File: src/rtl/sum_diff_decoder.sv
// sum_diff_decoder
//   Recovers an operand pair (A, B) from its exact sum and difference
//   (SUM = A + B, DIFF = A - B). The datapath is a two-stage elastic pipeline
//   with a valid/ready handshake on each side. Words that no valid (A, B) pair
//   could have produced are flagged with ERR, and a saturating counter tracks
//   how many errored words have been delivered downstream.
//
// Ports
//   CLK        clock, rising edge
//   RST        synchronous active-high reset
//   IN_VALID   SUM/DIFF word offered
//   IN_READY   decoder accepts a word this cycle (combinational from OUT_READY)
//   SUM        unsigned A+B, NBITS+1 bits
//   DIFF       two's-complement A-B, NBITS+1 bits
//   OUT_VALID  decoded word present
//   OUT_READY  downstream accepts the word this cycle
//   A, B       recovered operands (driven even when ERR = 1)
//   ERR        parity or range inconsistency
//   ERR_COUNT  saturating count of errored words delivered
module sum_diff_decoder #(
  parameter int NBITS    = 8,
  parameter int CNT_BITS = 16
) (
  input  logic                CLK,
  input  logic                RST,
  input  logic                IN_VALID,
  output logic                IN_READY,
  input  logic [NBITS:0]      SUM,
  input  logic [NBITS:0]      DIFF,
  output logic                OUT_VALID,
  input  logic                OUT_READY,
  output logic [NBITS-1:0]    A,
  output logic [NBITS-1:0]    B,
  output logic                ERR,
  output logic [CNT_BITS-1:0] ERR_COUNT
);

  localparam int MAX_I = (2 ** (NBITS + 1)) - 2;
  localparam logic signed [NBITS+1:0] MAX_V = MAX_I[NBITS+1:0];
  localparam logic [CNT_BITS-1:0] CNT_MAX = '1;
  localparam logic [CNT_BITS-1:0] CNT_ONE = {{(CNT_BITS-1){1'b0}}, 1'b1};

  logic                     s1_valid;
  logic [NBITS:0]           s1_sum;
  logic signed [NBITS+1:0]  s1_diff;

  logic                     s2_load;
  logic                     s1_ready;
  logic                     in_xfer;
  logic                     out_xfer;

  logic signed [NBITS+1:0]  sum_ext;
  logic signed [NBITS+1:0]  af;
  logic signed [NBITS+1:0]  bf;
  logic                     parity_err;
  logic                     range_err;

  // Elastic control: S2 takes S1 whenever it is empty or being drained,
  // and S1 accepts whenever it is empty or being moved into S2.
  assign s2_load  = s1_valid && (!OUT_VALID || OUT_READY);
  assign s1_ready = !s1_valid || s2_load;
  assign IN_READY = !RST && s1_ready;
  assign in_xfer  = IN_VALID && IN_READY;
  assign out_xfer = OUT_VALID && OUT_READY;

  // Sums can exceed the signed range and wrap negative; every such wrap lands
  // below zero, so the sign test still catches it as a range error.
  assign sum_ext    = $signed({1'b0, s1_sum});
  assign af         = sum_ext + s1_diff;
  assign bf         = sum_ext - s1_diff;
  assign parity_err = s1_sum[0] != s1_diff[0];
  assign range_err  = af[NBITS+1] || (af > MAX_V) || bf[NBITS+1] || (bf > MAX_V);

  always_ff @(posedge CLK) begin
    if (RST) begin
      s1_valid <= 1'b0;
      s1_sum   <= '0;
      s1_diff  <= '0;
    end else if (s1_ready) begin
      s1_valid <= IN_VALID;
      if (in_xfer) begin
        s1_sum  <= SUM;
        s1_diff <= {DIFF[NBITS], DIFF};
      end
    end
  end

  always_ff @(posedge CLK) begin
    if (RST) begin
      OUT_VALID <= 1'b0;
      A         <= '0;
      B         <= '0;
      ERR       <= 1'b0;
    end else if (s2_load) begin
      OUT_VALID <= 1'b1;
      A         <= af[NBITS:1];
      B         <= bf[NBITS:1];
      ERR       <= parity_err || range_err;
    end else if (out_xfer) begin
      OUT_VALID <= 1'b0;
    end
  end

  always_ff @(posedge CLK) begin
    if (RST) begin
      ERR_COUNT <= '0;
    end else if (out_xfer && ERR && (ERR_COUNT != CNT_MAX)) begin
      ERR_COUNT <= ERR_COUNT + CNT_ONE;
    end
  end

endmodule

File: config.mk
export PLATFORM = sky130hd
export DESIGN_NAME = sum_diff_decoder
export DESIGN_NICKNAME = d
export VERILOG_FILES = /design/src/rtl/sum_diff_decoder.sv
export SDC_FILE = /design/constraint.sdc
export NUM_CORES = 1
export LEC_CHECK = 0
export ABC_AREA = 1
export BUFFER_PORTS_ARGS = -buffer_cell sky130_fd_sc_hd__buf_4
export CORE_MARGIN = 5
export CORE_UTILIZATION = 35
export CTS_CLUSTER_DIAMETER = 200
export DETAILED_ROUTE_END_ITERATION = 7
export SLEW_MARGIN = 20
export SYNTH_ARGS = -nofsm -noshare
export SYNTH_HDL_FRONTEND = slang
export SYNTH_SLANG_ARGS = --single-unit
File: constraint.sdc
create_clock -name CLK -period 3 [get_ports CLK]
set_clock_uncertainty 0.05 [all_clocks]
set_input_delay 0.15 -clock CLK [delete_from_list [all_inputs] [get_ports CLK]]
set_output_delay 0.15 -clock CLK [all_outputs]
set_load 0.03 [all_outputs]
==> results.json <==
{
  "fin_total_pwr_uw": 1518,
  "final_util": 0.4277,
  "crit_chain": "inv_1, ha_1, inv_1, fa_1, nand3_1, nand2_1, nand2_1, nand2_1, a21oi_1, xor2_1, a21oi_1",
  "cap_violations": 0,
  "register_area_sq_um": 1061,
  "yosysTopAreaCell": "dfxtp_1",
  "start_util": 0.3608,
  "cp-start-kind": "flip-flop",
  "min_period_over_period": 0.7006,
  "ys_warn_count": 0,
  "ys_types": 36,
  "grt.total_usage": 0.1358,
  "drt_first_pass_iters": 4,
  "dieArea_sq_um": 10460,
  "worst_slew_pin_slew_ns": 0.9114,
  "criticalPathCategory": "reg -> reg",
  "p_per_area_nw_per_um2": 429.7,
  "antenna_found_initial": 0,
  "fin_tns_setup_ns": 0,
  "cp.required_ns": 3.12,
  "synth_area_sq_um": 2979,
  "postSynthCellCount": 413,
  "final_area_sq_um": 3532,
  "switchingPower_uw": 485.6,
  "dpl.hpwl_um": 5373,
  "crit_top_cell": "nand2_1",
  "rsz0062_at_grt": "no",
  "ys_seq_area_frac": 0.3562,
  "setup_violations": 0,
  "die_x_um": 102.3,
  "max_freq_mhz": 475.8,
  "path_clk_slew_ns": 0.10,
  "slowest_delay_ns": 0.42,
  "relSlewSlack": 0.3917,
  "drc": 0,
  "whs_ns": 0.03984,
  "fin_crit_ns": 2.102,
  "grt_max_degree": 33,
  "swShare": 0.3199,
  "multiInputGateArea_sq_um": 1638,
  "final_antenna_net_count": 0,
  "grt_pass1_vias": 2455,
  "cts.path.max_buffers": 2,
  "crit_path_end_kind": "flip-flop",
  "die_h_um": 102.3,
  "vias_per_cell": 4.705,
  "drive_gt1_frac": 0.1952,
  "layout.nets": 503,
  "numPortBuffers": 56,
  "diodes": 0,
  "p_comb_frac": 0.233,
  "internal_power_uw": 1032,
  "hold_buffers": 0,
  "arrival_ns": 2.22,
  "hold_violations": 0,
  "ys_ff_latch": 53,
  "synthesis.nets": 456,
  "avgSynthCellArea_sq_um": 7.213,
  "synth_async_sr_flop_share": 0,
  "cts_resized": 0,
  "clkPwrFrac": 0.265,
  "drt-total-wl_um": 6952,
  "cts_tree": "yes",
  "peakVddDrop_uv": 197.8,
  "overflow": 0,
  "crit_fanout": 4,
  "num_io_pins": 57,
  "final_max_slew_viol_count": 0,
  "rows": 33,
  "status": "completed",
  "gp_congestion": 0.8453,
  "crit_slowest_cell": "fa_1",
  "coreArea_sq_um": 8258,
  "min_path_cells": 3,
  "clock-sinks": 53,
  "yosys.area.top_type_share": 0.3562,
  "synth-edff-count": 0,
  "htree_levels": 2,
  "fillers": 907,
  "avgRoutedWirePerCell_um": 12.28,
  "grt_pass1_wl_um": 11450,
  "cts_inserted_buffers": 5,
  "drtIter0Drc": 126,
  "num_vias": 2663,
  "seq_power_share": 0.502,
  "ys.flop_type": "dfxtp_1",
  "leakage_uw": 0.001634,
  "cts_setup_buffers": 0,
  "synth_top_cells_by_area": "dfxtp_1 36%, nand2_1 11%, ha_1 8.0%, a21oi_1 7.6%, nor2_1 5.3%",
  "placed_area_sq_um": 3446,
  "cts-root-buf": "clkbuf_8",
  "reg2reg_depth": 11,
  "clk-insertion-delay-late_ns": 0.30,
  "syn_to_final_growth_pct": 18.56,
  "worstHoldPathType": "in -> reg"
}
[final cells by class]
class / instances / share of cell area
tap: 105 / 0.03719
sequential: 53 / 0.3004
clock buffer: 5 / 0.01948
clock inverter: 3 / 0.004959
timing repair buffer: 57 / 0.1211
inverter: 50 / 0.05313
multi-input combinational: 293 / 0.4637
[cells by family (layout without fill, tap and decap cells)]
family                     Yosys count  count (layout)  share of synthesized area
AOI/OAI and AO/OA                   93              93                     0.1735
xor gates and xnor gates            12              12                    0.03528
adders and majority gates           21              21                    0.09324
buffers and inverters               67             115                    0.09408
DFF                                 53              53                     0.3562
and+or+nand+nor                    167             167                     0.2478
[Yosys cell counts, types with 2 or more instances]
cell,instances
nor2_1,42
o21ai_0,21
nand2_4,2
nand3_2,3
nand3_1,16
a31oi_1,3
o21ai_1,8
nand2_2,2
nand2_1,85
a21oi_2,2
nor3_2,2
fa_1,2
clkbuf_1,5
buf_4,3
a21boi_1,2
a21oi_1,45
inv_2,9
nand4_1,2
nor3_1,8
ha_1,19
o21ai_2,2
inv_1,41
xor2_1,8
dfxtp_1,53
a211oi_1,7
buf_2,8
xnor2_1,4
[path summary, 6_finish.rpt]
kind | slack, ns | startpoint | end
worst max-delay path | 0.90 | s1_sum[0] | B[5]
worst min-delay path | 0.04 | SUM[4] | s1_sum[4]
worst max register to register | 0.90 | s1_sum[0] | B[5]
worst min register to register | 0.44 | s1_diff[4] | s1_diff[4]
[cells in the final DEF, fill, tap and decap left out, types with 2 or more instances in the layout]
master | netlist | layout
a21boi_1 | 2 | 2
nand4_1 | 2 | 2
xor2_1 | 8 | 8
nor3_1 | 8 | 8
buf_4 | 3 | 57
nand3_1 | 16 | 16
clkbuf_8 | 0 | 5
nor2_1 | 42 | 42
a21oi_1 | 45 | 45
inv_1 | 41 | 41
ha_1 | 19 | 19
nor3_2 | 2 | 2
o21ai_1 | 8 | 8
nand2_1 | 85 | 85
nand3_2 | 3 | 3
xnor2_1 | 4 | 4
fa_1 | 2 | 2
clkinv_2 | 0 | 2
o21ai_2 | 2 | 2
nand2_2 | 2 | 2
dfxtp_1 | 53 | 53
inv_2 | 9 | 9
o21ai_0 | 21 | 21
a21oi_2 | 2 | 2
a211oi_1 | 7 | 7
nand2_4 | 2 | 2
a31oi_1 | 3 | 3
[worst max-delay path: cells and delay by family (launching register included)]
| kind | cells | cell delay, ns |
|---|---|---|
| flops | 1 | 0.33 |
| compound gates | 2 | 0.28 |
| buf+inv | 2 | 0.18 |
| xor+xnor | 1 | 0.20 |
| simple gates | 4 | 0.36 |
| fa+ha+maj | 2 | 0.57 |
[through the flow]
step                worst slack, ns  std cells
finish                       0.8981        566
global route                 0.7620        566
CTS                          0.9207        566
detailed placement           0.9420        558
global placement             0.9707        558
floorplan                     1.233        413
[power groups by stage]
stage / sequential [uW] / clock [uW] / combinational (uW)
2_1_floorplan: 813 / 0 / 214
3_3_place_gp: 779 / 0 / 354
3_5_place_dp: 779 / 0 / 354
4_1_cts: 763 / 422 / 356
5_1_grt: 769 / 451 / 394
6_report: 763 / 402 / 354
[per-layer routing]
metal  track usage  part of all wire
met5             0                 0
met1        0.1845              0.49
met3       0.02867             0.055
met2        0.2219              0.45
met4       0.03027            0.0043
[sequential cells by signal (all words and copies together), names as in the netlist]
name and count:
A 8, B 8, ERR 1, ERR_COUNT 16, OUT_VALID 1, s1_diff 9
s1_sum 9, s1_valid 1
No activity file was read; power rests on OpenSTA's default activity.
